===== config.mk =====
export PLATFORM = sky130hd
export DESIGN_NAME = seven_segment
export DESIGN_NICKNAME = d
export VERILOG_FILES = /design/src/rtl/seven_segment.sv
export SDC_FILE = /design/constraint.sdc
export NUM_CORES = 1
export LEC_CHECK = 0
export ABC_AREA = 1
export CAP_MARGIN = 40
export CORE_AREA = 8 8 45 47
export DETAILED_ROUTE_END_ITERATION = 7
export DIE_AREA = 0 0 53 55
export DONT_BUFFER_PORTS = 1
export RECOVER_POWER = 25
export SYNTH_ARGS = -nofsm -noshare
export SYNTH_HDL_FRONTEND = slang
export SYNTH_SLANG_ARGS = --single-unit

===== constraint.sdc =====
create_clock -name clk -period 0.8 [get_ports clk]
set_input_delay 0.2 -clock clk [delete_from_list [all_inputs] [get_ports clk]]
set_output_delay 0.2 -clock clk [all_outputs]
set_load 0.01 [all_outputs]

===== src/rtl/seven_segment.sv =====
// Registered hex-digit to seven-segment decoder for the common-anode display.
// Reset and blank force every segment dark; polarity is selected by ACTIVE_LOW.
module seven_segment #(
    parameter bit ACTIVE_LOW = 1'b1
) (
    input  logic       clk,
    input  logic       rst_n,
    input  logic [3:0] data,
    input  logic       blank,
    output logic [6:0] segment
);

    localparam logic [6:0] DARK_LO = 7'b1111111;
    localparam logic [6:0] DARK    = ACTIVE_LOW ? 7'b1111111 : 7'b0000000;

    logic [6:0] pattern_lo;
    logic [6:0] seg_d;
    logic [6:0] seg_q;

    // Patterns are held active-low (g..a); the other polarity is a plain inversion.
    always_comb begin
        pattern_lo = DARK_LO;
        case (data)
            4'h0:    pattern_lo = 7'b1000000;
            4'h1:    pattern_lo = 7'b1111001;
            4'h2:    pattern_lo = 7'b0100100;
            4'h3:    pattern_lo = 7'b0110000;
            4'h4:    pattern_lo = 7'b0011001;
            4'h5:    pattern_lo = 7'b0010010;
            4'h6:    pattern_lo = 7'b0000010;
            4'h7:    pattern_lo = 7'b1111000;
            4'h8:    pattern_lo = 7'b0000000;
            4'h9:    pattern_lo = 7'b0010000;
            4'hA:    pattern_lo = 7'b0001000;
            4'hB:    pattern_lo = 7'b0000011;
            4'hC:    pattern_lo = 7'b1000110;
            4'hD:    pattern_lo = 7'b0100001;
            4'hE:    pattern_lo = 7'b0000110;
            4'hF:    pattern_lo = 7'b0001110;
            default: pattern_lo = DARK_LO;
        endcase
    end

    always_comb begin
        seg_d = blank ? DARK_LO : pattern_lo;
        if (!ACTIVE_LOW) begin
            seg_d = ~seg_d;
        end
    end

    always_ff @(posedge clk or negedge rst_n) begin
        if (!rst_n) begin
            seg_q <= DARK;
        end else begin
            seg_q <= seg_d;
        end
    end

    assign segment = seg_q;

endmodule


==> impl_metrics.yaml, run 1 <==
global_routing:
  grt-ovfl-total: 0
  grt_pass1_wl_mm: 1.56
  grt_pass1_vias: 361
  antenna_found_initial: 0
  track_usage_pct: 7.29
  grt_max_degree: 12
layout:
  utilization_pct: 38.1
  area_growth_pct: 8.23
  final_cell_mix: "nand2_1 (20), nand3_1 (11), ha_1 (7), dfstp_2 (7), inv_1 (4)"
  layout_commonest_cell: "nand2_1"
  largest_reg_flops: 7
  diodes: 0
  finalNonFillerCells: 78
  drive_gt1_share_pct: 24.2
  final_nets: 77
clock_network:
  cts_resized: 0
  cts_max_path_buffers: 2
  numCtsBuffers: 3
  cts_tree: "built"
  htree_num_levels: 1
  cts.clk_slew.worst_paths_ps: 50
  cts_root_buffer: "clkbuf_4"
  cts_sinks: 7
synth:
  synth-edff-count: 0
  syn-num-nets: 73
  ys_ff_latch: 7
  syn_area_sq_um: 487
  synthArstFlopShare_pct: 100
  synth_ff_type: "dfstp_2"
  syn-mean-instance-area_sq_um: 8.25
  synth_warnings: 0
  synth_cell_type_count: 14
  yosysSeqAreaShare_pct: 37.8
  synthCells: 59
timing:
  fin_setup_tns_ps: -1290
  finalCriticalPeriod_ps: 990
  period_share_pct: 124
  report.final.setup_viol: 7
  drv_slew: 0
  relSlewSlack_pct: 80.3
  fin_ws_ps: -190
  fmax_mhz: 1010
  grt_setup_unrepaired: "yes"
  hold_viol_final: 0
  worst_slew_pin_slew_ps: 294
power:
  ir_worst_vdd_mv: 0.306
  power_leakage_nw: 0.267
  p_per_area_nw_per_um2: 1620
setup_path:
  crit_path_start_kind: "flop"
  cp-end-kind: "output port"
  crit_required_ps: 600
  arrival_ps: 790
  critPathKind: "reg -> out"
  path_max_fanout: 1
worst_hold_path:
  hold_class: "in -> reg"
detailed_routing:
  ant_nets: 0
  wire_per_inst_um: 11.7
  wl_um: 913
  viasPerCell: 4.77
  vias: 372
  first_pass_iters: 4
  drc_errors: 0
  drtIter0Drc: 6
placement:
  gp_congestion: 0.769
  hpwlAfterDp_um: 744
  port_buffers: 0
  placed_cells: 73
status:
  status: "finished with violations"
  violations: "setup timing"
floorplanning:
  die_w_um: 53
  initial_utilization_pct: 35.2
  fp.dieArea_sq_um: 2920
  fp.dieH_um: 55
  core_area_sq_um: 1380
  ioPinCount: 14
  row_count: 14
run:
  timing.max_cap.violations: 0
-- synthesized netlist by cell type (5+ instances only) --
| master | instances | area (sq um) |
|---|---|---|
| dfstp_2 | 7 | 184 |
| ha_1 | 7 | 87.6 |
| inv_1 | 5 | 18.8 |
| nand3_1 | 11 | 55.1 |
| nand2_1 | 20 | 75.1 |
-- power breakdown --
part | total [mW] | switching, mW | leakage (nW) | internal [mW]
Clock | 0.304 | 0.114 | 0.0150 | 0.189
Combinational | 0.119 | 0.0722 | 0.178 | 0.0469
Sequential | 0.430 | 0.0254 | 0.0738 | 0.405
-- cell families (layout without fill, tap and decap cells) --
kind of cell	Yosys count	count (layout)	synth area share (%)
adder cells (fa/ha/maj)	7	7	18.0
AND/OR/NAND/NOR	34	34	31.9
buffers and inverters	8	11	7.97
flip-flops	7	7	37.8
AO/OA/AOI/OAI	3	3	4.37
-- final timing paths --
check	start	end	cells after the start
setup / recovery	segment[1]	segment[1]	0
hold / removal	data[3]	segment[2]	1
max in group asynchronous	rst_n	segment[1]	1
min in group asynchronous	rst_n	segment[3]	1
-- cell type report --
cell class | count | area, sq um
clock buffer | 4 | 26.3
inverter | 6 | 22.5
timing repair buffer | 1 | 10.0
fill | 145 | 857
tap | 16 | 20.0
multi-input combinational | 44 | 264
sequential | 7 | 184
-- metal layers --
layer	vias up	wire, um	track usage [%]
li1	192	-	-
met1	165	389	7.98
met2	13	402	10.7
met3	2	114	2.94
met4	0	8	6.47
met5	-	0	0
-- timing repair --
action,in CTS,in global routing
hold buffers,1,0
pin swaps,0,0
setup buffers,0,0
hold endpoints to repair,7,0
endpoints found under the setup margin,7,7
-- stage by stage --
stage	hold WS, ps	setup WS [ps]	power, mW	cell area, sq um
floorplan	52.2	7.69	0.545	499
global placement	52.7	-49.4	0.550	503
finish	47.5	-190	0.853	527
CTS	36.8	-206	0.882	539
global route	48.2	-226	0.933	527
detailed placement	52.7	-44.4	0.552	503
(Power assumes the default switching activity.)
==> run 2, diff against run 1 <==
--- a/config.mk
+++ b/config.mk
@@ -9,2 +9,4 @@
 export CAP_MARGIN = 40
+export CELL_PAD_IN_SITES_DETAIL_PLACEMENT = 1
+export CELL_PAD_IN_SITES_GLOBAL_PLACEMENT = 1
 export CORE_AREA = 8 8 45 47
@@ -13,2 +15,3 @@
 export DONT_BUFFER_PORTS = 1
+export PLACE_DENSITY_LB_ADDON = 0.1
 export RECOVER_POWER = 25
--- a/constraint.sdc
+++ b/constraint.sdc
@@ -3,2 +3,2 @@
 set_output_delay 0.2 -clock clk [all_outputs]
-set_load 0.01 [all_outputs]
+set_load 0.005 [all_outputs]
==> run 2 against run 1 <==
  * The run still ends with setup timing left
  * Cell count rose by 2.6%
  * Hold slack improved by 26 ps
  * Core utilization rose by 2.0 points
  * Combinational power rose by 15%
  * Via count rose by 3.2%
  * Flip-flop and latch count did not move
==> impl_metrics.yaml, run 2 (same netlist as run 1, synthesis figures left out) <==
clock_network:
  cts_setup_buffers: 0
  cts.clk_slew.worst_paths_ps: 50
  cts_resized: 0
  htree_num_levels: 1
  cts_sinks: 7
  cts_tree: "built"
  cts_max_path_buffers: 2
  cts_root_buffer: "clkbuf_4"
  numCtsBuffers: 3
timing:
  fmax_mhz: 1030
  grt_setup_unrepaired: "yes"
  report.final.setup_viol: 7
  fin_ws_ps: -172
  relSlewSlack_pct: 80.6
  finalCriticalPeriod_ps: 972
  hold_viol_final: 0
  drv_slew: 0
  worst_slew_pin_slew_ps: 289
  period_share_pct: 122
  whs_ps: 73.2
power:
  p_per_area_nw_per_um2: 1550
  swShare_pct: 24.6
  p_switching_mw: 0.212
  ir_worst_vdd_mv: 0.373
  p_int_mw: 0.649
  p_clk_share_pct: 35.6
  power.share.combinational_pct: 15.9
  power_leakage_nw: 0.276
  power.share.sequential_pct: 48.5
status:
  status: "finished with violations"
  violations: "setup timing"
setup_path:
  crit_path_start_kind: "flop"
  path_max_fanout: 1
  critPathKind: "reg -> out"
  cp.depth: 0
  arrival_ps: 770
  crit_required_ps: 600
  cp-end-kind: "output port"
floorplanning:
  row_count: 14
  ioPinCount: 14
  die_w_um: 53
  core_area_sq_um: 1380
  fp.dieH_um: 55
  initial_utilization_pct: 35.2
  fp.dieArea_sq_um: 2920
run:
  timing.max_cap.violations: 0
detailed_routing:
  met1_length_um: 491
  ant_nets: 0
  routed-wl-met3_um: 87
  vias: 384
  wl_met2_um: 526
  dr.max_layer_used: "met4"
  first_pass_iters: 4
  wl_mm: 1.12
  viasPerCell: 4.80
  drtIter0Drc: 5
  drc_errors: 0
  wire_per_inst_um: 14.0
layout:
  area_growth_pct: 13.9
  final_cell_mix: "nand2_1 (20), nand3_1 (11), dfstp_2 (7), ha_1 (6), inv_1 (4)"
  final_nets: 79
  finalNonFillerCells: 80
  diodes: 0
  layout_commonest_cell: "nand2_1"
  largest_reg_flops: 7
  drive_gt1_share_pct: 28.1
worst_hold_path:
  hold_class: "in -> reg"
  min_path_cells: 1
placement:
  port_buffers: 0
  placed_cells: 75
  hpwlAfterDp_um: 929
  gp_congestion: 0.741
global_routing:
  antenna_found_initial: 0
  grt_pass1_wl_mm: 1.86
  grt_max_degree: 12
  grt_pass1_vias: 399
  grt-ovfl-total: 0
  track_usage_pct: 8.68
==> run 2: power by group through the flow <==
stage	Combinational [mW]	Sequential, mW	Clock (mW)
after global placement	0.128	0.422	0
after CTS	0.139	0.420	0.319
final	0.137	0.417	0.307
after global routing	0.158	0.422	0.341
after floorplan	0.114	0.418	0
after detailed placement	0.128	0.425	0
==> run 2: per-layer routing <==
layer  vias to the layer above  global-route usage, %
met3                         2                   2.67
met5                         -                      0
met1                       176                   9.55
met4                         0                   5.17
met2                        11                   14.5
li1                        195                      -
==> run 2: final timing paths <==
kind	start	to	slack, ps
max	segment[1]	segment[1]	-170
min	data[3]	segment[2]	70
max in group asynchronous	rst_n	segment[0]	250
min in group asynchronous	rst_n	segment[6]	530
==> run 2: final cells by class <==
| type | count | area [sq um] |
|---|---|---|
| flip-flops and latches | 7 | 184 |
| multi-input cells | 44 | 277 |
| well taps | 16 | 20.0 |
| clock buffers | 4 | 26.3 |
| fillers | 166 | 830 |
| repair buffers | 3 | 25.0 |
| inverters | 6 | 22.5 |
==> run 2: repair_timing <==
| item | CTS | global route |
|---|---|---|
| hold endpoints to repair | 7 | 0 |
| endpoints found under the setup margin | 7 | 7 |
| pin swaps | 0 | 0 |
| hold buffers | 1 | 0 |
==> run 2: through the flow <==
| step | power (mW) | setup TNS, ps | setup slack, ps | utilization (%) | instance area, sq um |
|---|---|---|---|---|---|
| after floorplan | 0.532 | 0 | 7.69 | - | 499 |
| after global placement | 0.550 | -175 | -68.0 | 37.4 | 518 |
| after detailed placement | 0.553 | -192 | -47.4 | 37.4 | 518 |
| after CTS | 0.878 | -1250 | -187 | 40.1 | 554 |
| after global routing | 0.921 | -1350 | -202 | 40.1 | 554 |
| final | 0.861 | -1160 | -172 | 40.1 | 554 |
==> run 3, diff against run 2 <==
Settings changed: RECOVER_POWER 25 to 100.
==> run 3 against run 2 <==
  * The flow still finishes with violations (setup timing)
  * Design area stayed put
  * Hold slack stayed put
  * Sequential share of layout area unchanged
  * Critical path depth is the same
  * First-iteration DRC count is the same
  * Combinational power about the same
  * Global-route usage stayed put
  * Critical path type unchanged
  * Critical endpoint unchanged
==> impl_metrics.yaml, run 3 (same netlist as run 1, synthesis figures left out) <==
status:
  status: "finished with violations"
  violations: "setup timing"
layout:
  diodes: 0
  layout_commonest_cell: "nand2_1"
  drive_gt1_share_pct: 28.1
  fillCellCount: 166
  stdcell_area_sq_um: 554
  final_cell_mix: "nand2_1 (20), nand3_1 (11), dfstp_2 (7), ha_1 (6)"
  area_growth_pct: 13.9
  final_nets: 79
  largest_reg_flops: 7
detailed_routing:
  drc_errors: 0
  wl_mm: 1.12
  drtIter0Drc: 5
  first_pass_iters: 4
  ant_nets: 0
  vias: 384
  wire_per_inst_um: 14.0
  viasPerCell: 4.80
floorplanning:
  ioPinCount: 14
  core_area_sq_um: 1380
  fp.dieArea_sq_um: 2920
  row_count: 14
  fp.dieH_um: 55
  die_w_um: 53
  initial_utilization_pct: 35.2
setup_path:
  cp-startpoint: "segment[1]"
  arrival_ps: 770
  crit_required_ps: 600
  cp.depth: 0
  crit_path_start_kind: "flop"
  crit_end: "segment[1]"
  path_max_fanout: 1
  cp-end-kind: "output port"
  critPathKind: "reg -> out"
clock_network:
  cts.clk_slew.worst_paths_ps: 50
  cts_tree: "built"
  cts_resized: 0
  cts_sinks: 7
  cts_root_buffer: "clkbuf_4"
  numCtsBuffers: 3
  htree_num_levels: 1
  cts_max_path_buffers: 2
power:
  power_leakage_nw: 0.276
  p_switching_mw: 0.212
  p_clk_share_pct: 35.6
  power.share.sequential_pct: 48.5
  power.share.combinational_pct: 15.9
  p_per_area_nw_per_um2: 1550
  ir_worst_vdd_mv: 0.373
  swShare_pct: 24.6
  power_mw: 0.861
  p_int_mw: 0.649
timing:
  hold_viol_final: 0
  fin_ws_ps: -172
  report.final.setup_viol: 7
  drv_slew: 0
  fin_setup_tns_ps: -1160
  grt_setup_unrepaired: "yes"
  fmax_mhz: 1030
  worst_slew_pin_slew_ps: 289
  finalCriticalPeriod_ps: 972
  relSlewSlack_pct: 80.6
  period_share_pct: 122
placement:
  gp_congestion: 0.741
  hpwlAfterDp_um: 929
  dpl_cell_area_sq_um: 518
  port_buffers: 0
  dp_slack_ps: -47.4
global_routing:
  track_usage_pct: 8.68
  grt_pass1_wl_mm: 1.86
  grt-ovfl-total: 0
  antenna_found_initial: 0
  grt_pass1_vias: 399
  grt_max_degree: 12
run:
  timing.max_cap.violations: 0
worst_hold_path:
  hold_class: "in -> reg"
[run 3: worst min path at each step]
stage	to	start	cells past startpoint	slack (ps)
floorplan	segment[0]	rst_n	0	50
global placement	segment[0]	rst_n	0	50
detailed placement	segment[0]	rst_n	0	50
CTS	segment[2]	data[3]	1	70
global route	segment[2]	data[3]	1	70
finish	segment[2]	data[3]	1	70
[run 3: per-stage QoR]
stage | hold slack [ps] | util [%] | std cells
2_1_floorplan | 52.2 | - | 59
3_3_place_gp | 52.7 | 37.4 | 75
3_5_place_dp | 52.7 | 37.4 | 75
4_1_cts | 70.1 | 40.1 | 80
5_1_grt | 69.4 | 40.1 | 80
6_report | 73.2 | 40.1 | 80
[run 3: metal layers]
| metal | wire length [um] | up-vias | track usage, % | share of wire (%) |
|---|---|---|---|---|
| met1 | 490 | 176 | 9.55 | 44 |
| met3 | 87 | 2 | 2.67 | 7.8 |
| met4 | 13 | 0 | 5.17 | 1.2 |
| li1 | - | 195 | - | - |
| met2 | 526 | 11 | 14.5 | 47 |
| met5 | 0 | - | 0 | 0 |
[run 3: what timing repair did]
item	in CTS	in global routing
setup buffers	0	0
endpoints found under the hold margin	7	0
hold buffers	1	0
endpoints found under the setup margin	7	7
[run 3: layout make-up]
class / count / area, sq um / share of cell area [%]
multi-input cells: 44 / 277 / 49.9
flip-flops and latches: 7 / 184 / 33.2
clock buffers: 4 / 26.3 / 4.74
repair buffers: 3 / 25.0 / 4.51
inverters: 6 / 22.5 / 4.06
well taps: 16 / 20.0 / 3.61
[run 3: power groups by stage]
stage	clock network, mW	registers [mW]	logic [mW]
2_1_floorplan	0	0.418	0.114
3_3_place_gp	0	0.422	0.128
3_5_place_dp	0	0.425	0.128
4_1_cts	0.319	0.420	0.139
5_1_grt	0.341	0.422	0.157
6_report	0.307	0.417	0.136
